$ cat config.mk
export PLATFORM = sky130hd
export DESIGN_NAME = ft_recovery_reader
export DESIGN_NICKNAME = d
export VERILOG_FILES = /design/src/rtl/ft_pkg.sv /design/src/rtl/ft_obi_read_port.sv /design/src/rtl/ft_recovery_reader.sv
export SDC_FILE = /design/constraint.sdc
export NUM_CORES = 1
export LEC_CHECK = 0
export ABC_AREA = 1
export BUFFER_PORTS_ARGS = -buffer_cell sky130_fd_sc_hd__buf_2
export CAP_MARGIN = 10
export CORE_MARGIN = 2
export CORE_UTILIZATION = 50
export CTS_CLUSTER_SIZE = 40
export DETAILED_ROUTE_END_ITERATION = 6
export PLACE_DENSITY = 0.82
export SYNTH_ARGS = -nofsm -noshare
export SYNTH_HDL_FRONTEND = slang
export SYNTH_SLANG_ARGS = --single-unit
$ cat constraint.sdc
create_clock -name clk_i -period 2.3 [get_ports clk_i]
set_input_delay 0.46 -clock clk_i [delete_from_list [all_inputs] [get_ports clk_i]]
set_output_delay 0.46 -clock clk_i [all_outputs]
set_load 0.01 [all_outputs]
$ cat src/rtl/ft_pkg.sv
// Shared definitions for the fault-tolerance recovery path: FSM encodings and
// the safe-memory layout constants also used by the safe memory's address decode.
package ft_pkg;

   localparam logic [31:0] FT_BASE_ADDR = 32'h0000_0000;
   localparam logic [31:0] FT_PC_OFFSET = 32'h0000_0080;

   typedef enum logic [2:0] {
      ST_IDLE,
      ST_REQ,
      ST_RESP,
      ST_WRITE,
      ST_PC_REQ,
      ST_PC_RESP,
      ST_DONE,
      ST_ABORT
   } rec_state_e;

   typedef enum logic [1:0] {
      PH_IDLE,
      PH_REQ,
      PH_RESP
   } port_phase_e;

endpackage

$ cat src/rtl/ft_obi_read_port.sv
// Single-outstanding OBI read master: holds req/addr until grant, times out
// stalled phases and retries failed attempts, reporting ok/retry/abort per word.
module ft_obi_read_port
   import ft_pkg::*;
#(
   parameter int MAX_RETRY = 3,
   parameter int TIMEOUT   = 15
) (
   input  logic        clk_i,
   input  logic        rst_ni,
   input  logic        start,
   input  logic [31:0] start_addr,
   input  logic        gnt,
   input  logic        rvalid,
   input  logic        err,
   input  logic [31:0] rdata,
   output logic        req,
   output logic [31:0] addr,
   output logic        granted,
   output logic        word_ok,
   output logic        word_retry,
   output logic        word_abort,
   output logic [31:0] data
);

   localparam int TMO_W = $clog2(TIMEOUT + 1);
   localparam int RTY_W = $clog2(MAX_RETRY + 1);
   localparam logic [TMO_W-1:0] TMO_MAX = TMO_W'(TIMEOUT - 1);
   localparam logic [RTY_W-1:0] RTY_MAX = RTY_W'(MAX_RETRY);

   port_phase_e      phase;
   logic [TMO_W-1:0] tmo_q;
   logic [RTY_W-1:0] retry_q;
   logic             tmo_sat;
   logic             attempt_fail;

   assign tmo_sat      = (tmo_q == TMO_MAX);
   assign granted      = (phase == PH_REQ) && gnt;
   assign word_ok      = (phase == PH_RESP) && rvalid && !err;
   assign attempt_fail = ((phase == PH_REQ) && !gnt && tmo_sat) ||
                         ((phase == PH_RESP) && (rvalid ? err : tmo_sat));
   assign word_abort   = attempt_fail && (retry_q == RTY_MAX);
   assign word_retry   = attempt_fail && (retry_q != RTY_MAX);
   assign data         = rdata;

   // NOTE: all state here uses non-blocking assignments so every register
   // samples pre-edge values; blocking ones would create ordering races.
   always_ff @(posedge clk_i or negedge rst_ni) begin
      if (!rst_ni) begin
         phase   <= PH_IDLE;
         req     <= 1'b0;
         addr    <= '0;
         tmo_q   <= '0;
         retry_q <= '0;
      end else if (start && phase == PH_IDLE) begin
         phase   <= PH_REQ;
         req     <= 1'b1;
         addr    <= start_addr;
         tmo_q   <= '0;
         retry_q <= '0;
      end else if (attempt_fail) begin
         tmo_q <= '0;
         if (retry_q == RTY_MAX) begin
            phase <= PH_IDLE;
            req   <= 1'b0;
         end else begin
            retry_q <= retry_q + RTY_W'(1);
            phase   <= PH_REQ;
            req     <= 1'b1;
         end
      end else if (granted) begin
         phase <= PH_RESP;
         req   <= 1'b0;
         tmo_q <= '0;
      end else if (word_ok) begin
         phase <= PH_IDLE;
         tmo_q <= '0;
      end else if (phase != PH_IDLE) begin
         tmo_q <= tmo_q + TMO_W'(1);
      end
   end

endmodule

$ cat src/rtl/ft_recovery_reader.sv
// Recovery sequencer: reads checkpointed x1..x(NUM_REGS-1) and PC from safe
// memory through the read port, writes the register file, then presents the PC.
module ft_recovery_reader
   import ft_pkg::*;
#(
   parameter logic [31:0] BASE_ADDR = FT_BASE_ADDR,
   parameter int          NUM_REGS  = 32,
   parameter logic [31:0] PC_OFFSET = FT_PC_OFFSET,
   parameter int          MAX_RETRY = 3,
   parameter int          TIMEOUT   = 15
) (
   input  logic        clk_i,
   input  logic        rst_ni,
   input  logic        recover_i,
   output logic        busy_o,
   output logic        done_o,
   output logic        error_o,
   output logic        data_req_o,
   input  logic        data_gnt_i,
   input  logic        data_rvalid_i,
   output logic        data_we_o,
   output logic [3:0]  data_be_o,
   output logic [31:0] data_addr_o,
   output logic [31:0] data_wdata_o,
   input  logic [31:0] data_rdata_i,
   input  logic        data_err_i,
   output logic        rf_we_o,
   output logic [4:0]  rf_addr_o,
   output logic [31:0] rf_wdata_o,
   output logic [31:0] pc_o,
   output logic        pc_set_o
);

   localparam logic [4:0] LAST_IDX = 5'(NUM_REGS - 1);

   rec_state_e  state;
   logic [4:0]  idx;
   logic        last_reg;
   logic        port_start;
   logic [31:0] port_addr;
   logic [31:0] port_data;
   logic        granted, word_ok, word_retry, word_abort;

   assign data_we_o    = 1'b0;
   assign data_be_o    = 4'hF;
   assign data_wdata_o = '0;
   assign busy_o       = (state != ST_IDLE);
   assign last_reg     = (idx == LAST_IDX);
   assign port_start   = (state == ST_IDLE && recover_i) || (state == ST_WRITE);

   // NOTE: default first, so no path through this block leaves port_addr
   // unassigned and no latch is inferred.
   always_comb begin
      port_addr = BASE_ADDR + 32'd4;
      if (state == ST_WRITE)
         port_addr = last_reg ? BASE_ADDR + PC_OFFSET
                              : BASE_ADDR + {25'd0, idx + 5'd1, 2'b00};
   end

   ft_obi_read_port #(
      .MAX_RETRY (MAX_RETRY),
      .TIMEOUT   (TIMEOUT)
   ) u_port (
      .clk_i      (clk_i),
      .rst_ni     (rst_ni),
      .start      (port_start),
      .start_addr (port_addr),
      .gnt        (data_gnt_i),
      .rvalid     (data_rvalid_i),
      .err        (data_err_i),
      .rdata      (data_rdata_i),
      .req        (data_req_o),
      .addr       (data_addr_o),
      .granted    (granted),
      .word_ok    (word_ok),
      .word_retry (word_retry),
      .word_abort (word_abort),
      .data       (port_data)
   );

   always_ff @(posedge clk_i or negedge rst_ni) begin
      if (!rst_ni) begin
         state      <= ST_IDLE;
         idx        <= 5'd1;
         error_o    <= 1'b0;
         done_o     <= 1'b0;
         rf_we_o    <= 1'b0;
         rf_addr_o  <= '0;
         rf_wdata_o <= '0;
         pc_o       <= '0;
         pc_set_o   <= 1'b0;
      end else begin
         // Strobes are single-cycle; they are re-raised only on the transition.
         rf_we_o  <= 1'b0;
         pc_set_o <= 1'b0;
         done_o   <= 1'b0;
         case (state)
            ST_IDLE: if (recover_i) begin
               state   <= ST_REQ;
               idx     <= 5'd1;
               error_o <= 1'b0;
            end
            ST_REQ: begin
               if (word_abort)   state <= ST_ABORT;
               else if (granted) state <= ST_RESP;
            end
            ST_RESP: begin
               if (word_abort)      state <= ST_ABORT;
               else if (word_retry) state <= ST_REQ;
               else if (word_ok) begin
                  state      <= ST_WRITE;
                  rf_we_o    <= 1'b1;
                  rf_addr_o  <= idx;
                  rf_wdata_o <= port_data;
               end
            end
            ST_WRITE: begin
               if (last_reg) state <= ST_PC_REQ;
               else begin
                  idx   <= idx + 5'd1;
                  state <= ST_REQ;
               end
            end
            ST_PC_REQ: begin
               if (word_abort)   state <= ST_ABORT;
               else if (granted) state <= ST_PC_RESP;
            end
            ST_PC_RESP: begin
               if (word_abort)      state <= ST_ABORT;
               else if (word_retry) state <= ST_PC_REQ;
               else if (word_ok) begin
                  state    <= ST_DONE;
                  pc_o     <= port_data;
                  pc_set_o <= 1'b1;
                  done_o   <= 1'b1;
               end
            end
            ST_DONE:  state <= ST_IDLE;
            ST_ABORT: begin
               error_o <= 1'b1;
               state   <= ST_IDLE;
            end
            default:  state <= ST_IDLE;
         endcase
      end
   end

endmodule
==> summary.txt <==
Floorplan
  – Initial core utilization: 51.4%
  – DIE AREA: 9750 sq um
  – Row count: 34
  – Core area: 8720 sq um
  – Chip Height: 98.7 microns
  – Die X-Extent: 98.7 microns
  – I/O pin total: 182

Finish
  – Antenna cells: 0
  – Final core area utilization: 57.8%
  – Share of layout cells above drive strength 1: between 20% and 30%
  – Area delta synth->final: 12.4%
  – Final std cells w/o fill: between 700 and 800
  – NumNets Final: 653

Route
  – DR iter-0 viols: a little over 90
  – Routed Wire Length: 9080 microns
  – Drt wl/cell: 12.6 microns
  – Final ANT Viol Nets: 0
  – Pre-Repair DR Iteration Count: 5
  – Vias per cell: around 4.6
  – Vias: 3360
  – Residual DRC: 0

Power and ir drop
  – Maximum VDD drop: 0.540 mV
  – Pwr dens: roughly 990 nW/um^2
  – Leakage: 2.94 nW

Timing
  – Final Hold Vio Count: 0
  – RSZ-0062 raised after global routing: no
  – Final setup TNS: 0 ns
  – Final setup vio count: 0
  – Tcrit/Tclk final: 82.7%
  – Final min period: roughly 1.9 ns
  – Worst-margin pin slew: roughly 1.1 ns
  – Worst slew margin: 27.6%
  – Final slew viol count: 0
  – Setup WS post-layout: 0.398 ns
  – Achievable frequency: 526 MHz
  – Post-Route Skew: 0.00973 ns

Clocking
  – Clock tree sinks: 95
  – Root buf cell: clkbuf_8
  – CTS Buffer Depth: 2
  – Num CTS Buffers: 9
  – Gates resized, CTS repair: 0
  – Skew-Pair Late Insertion Delay: 0.34 ns
  – CTS tree: done
  – H-tree depth: 3
  – Post-CTS setup buffers: 0
  – Clock slew seen by the registers of the worst setup and hold paths: approximately 0.090 ns
  – Cts hold-fix bufs: 0

Run status
  – Outcome: finished, final reports clean

Place
  – Post-place setup slack: 0.241 ns
  – Final Wtd Congestion: 0.892
  – Placed Cells: 707
  – Dpl hpwl: 6730 microns
  – I/O Buffers: 118

Yosys
  – Register bit count reported by yosys: 95
  – Synth area leaders: dfrtp_1, buf_4, nand2_1, o21ai_1, inv_1
  – Cell count after synthesis: 498
  – Sequential cell area fraction in the yosys report: a little over half
  – Largest area contributor in the netlist: dfrtp_1
  – Synthesis Warnings: 0
  – Yosys top cell area share: 52.4%
  – Number of distinct library cells after synthesis: 27
  – Synth Flop Type: dfrtp_1
  – Number of synthesized flops with an enable pin: 0
  – Async S/R FF share, synth: 100%
  – Mapped cell area: 4490 sq um
  – Avg Cell Area, Syn: 9.01 sq um

GRT
  – GR met2 Demand/Resource: 30.9%
  – Total GRT Usage: 18.3%
  – Antenna violations before repair: 0
  – Vias in the first global route: 3077
  – GRT busiest layer: met2
  – Met1 Usage GRT: 25.0%
  – GRT Residual Overflow: 0
  – Grt met3 use: under 10%
  – Largest net degree at the start of global routing: 75
  – First-pass GRT wire length: 14700 microns

Critical path
  – CP startpoint: state[0]
  – CP Class: reg -> reg
  – Worst EP arrival: roughly 2.2 ns
  – Worst EP required: roughly 2.6 ns
  – Crit Path Max Fanout: 74
  – CP endpoint kind: flop
  – Crit path to: rf_wdata_o[14]
  – FF-to-FF path depth: 6
  – RR Startpoint: state[0]
  – Startpoint Class: flop
  – Reg2reg setup slack: 0.40 ns
  – RR Endpoint: rf_wdata_o[14]

Run
  – Max Cap Viol: 0

Hold path
  – Worst Hold Class: in -> async
==> state kept, by name, indices dropped and copies added, names as in the netlist <==
name	cells
error_o	1
state	3
idx	5
u_port.phase	2
u_port.addr	6
u_port.retry_q	2
pc_set_o	1
rf_addr_o	5
rf_wdata_o	32
u_port.tmo_q	4
u_port.req	1
pc_o	32
rf_we_o	1
==> cell usage in the layout (no fill, tap or decap), types with 2 or more instances in the layout <==
cell        n
buf_2     117
buf_4       2
clkbuf_8   10
clkinv_2    2
conb_1     63
dfrtp_1    94
ha_1        5
inv_1      53
inv_2       8
nand2_1   114
nand2_2     3
nand3_1    13
nand3_2     3
nand4_1     4
nor2_1     14
nor2_2      6
nor3_1      2
o21ai_0    14
o21ai_1    71
xor2_1      4
==> logic make-up after synthesis <==
family / synth area share, %
simple gates: 15.6
buf+inv: 19.0
flops: 53.0
compound gates: 10.0
fa+ha+maj: 1.39
xor+xnor: 0.781
other cells: 0.167
==> cell usage after synthesis (4+ instances only) <==
cell type and instances:
nor2_1 14, nor2_2 6, buf_2 4, o21ai_1 71
buf_4 67, dfrtp_1 94, ha_1 5, nand4_1 4
xor2_1 4, nand3_1 13, inv_2 8, nand2_1 114
inv_1 53, o21ai_0 14, buf_6 9
==> cell type report <==
class | instances | area (sq um)
Fill cell | 773 | 3680
Sequential cell | 95 | 2380
Multi-Input combinational cell | 323 | 1480
Timing Repair Buffer | 120 | 621
Inverter | 61 | 229
Clock buffer | 11 | 141
Tap cell | 108 | 135
Clock inverter | 5 | 56.3
==> layer usage <==
layer	wire length, microns	share of wire, %	vias to the layer above
met4	53	0.58	0
met2	4510	50	143
met3	610	6.7	5
met1	3900	43	1551
met5	0	0	-
li1	-	-	1661
==> worst min path at each step <==
| stage | start | to | cells after the start |
|---|---|---|---|
| after floorplan | rst_ni | error_o | 0 |
| after global placement | rst_ni | pc_o[13] | 1 |
| after detailed placement | rst_ni | rf_wdata_o[16] | 1 |
| after CTS | rst_ni | rf_wdata_o[16] | 1 |
| after global routing | rst_ni | rf_wdata_o[16] | 1 |
| final | rst_ni | rf_wdata_o[16] | 1 |
==> power by group <==
group,internal (W),switching (W),leakage [nW]
sequential,0.00206,0.000271,1.29
combinational,0.000597,0.000962,1.56
clock,0.000534,0.000563,0.0997
total,0.00319,0.00179,2.94
==> metrics by stage <==
stage | instance area (sq um) | power [W] | hold WS (ns)
floorplan | 4720 | 0.00341 | 0.164
global placement | 4850 | 0.00382 | 0.416
detailed placement | 4850 | 0.00392 | 0.422
CTS | 5040 | 0.00503 | 0.0285
global route | 5040 | 0.00535 | 0.0494
finish | 5040 | 0.00498 | 0.0374
==> worst max-delay path, stage by stage (launching register included) <==
cell and delay, ns:
dfrtp_1 0.53, inv_2 0.09, nand3_2 0.10, nor2_2 0.06, inv_2 0.78, nand2_1 0.12
o21ai_1 0.12
Note: power is estimated with default switching activity, not from simulation.
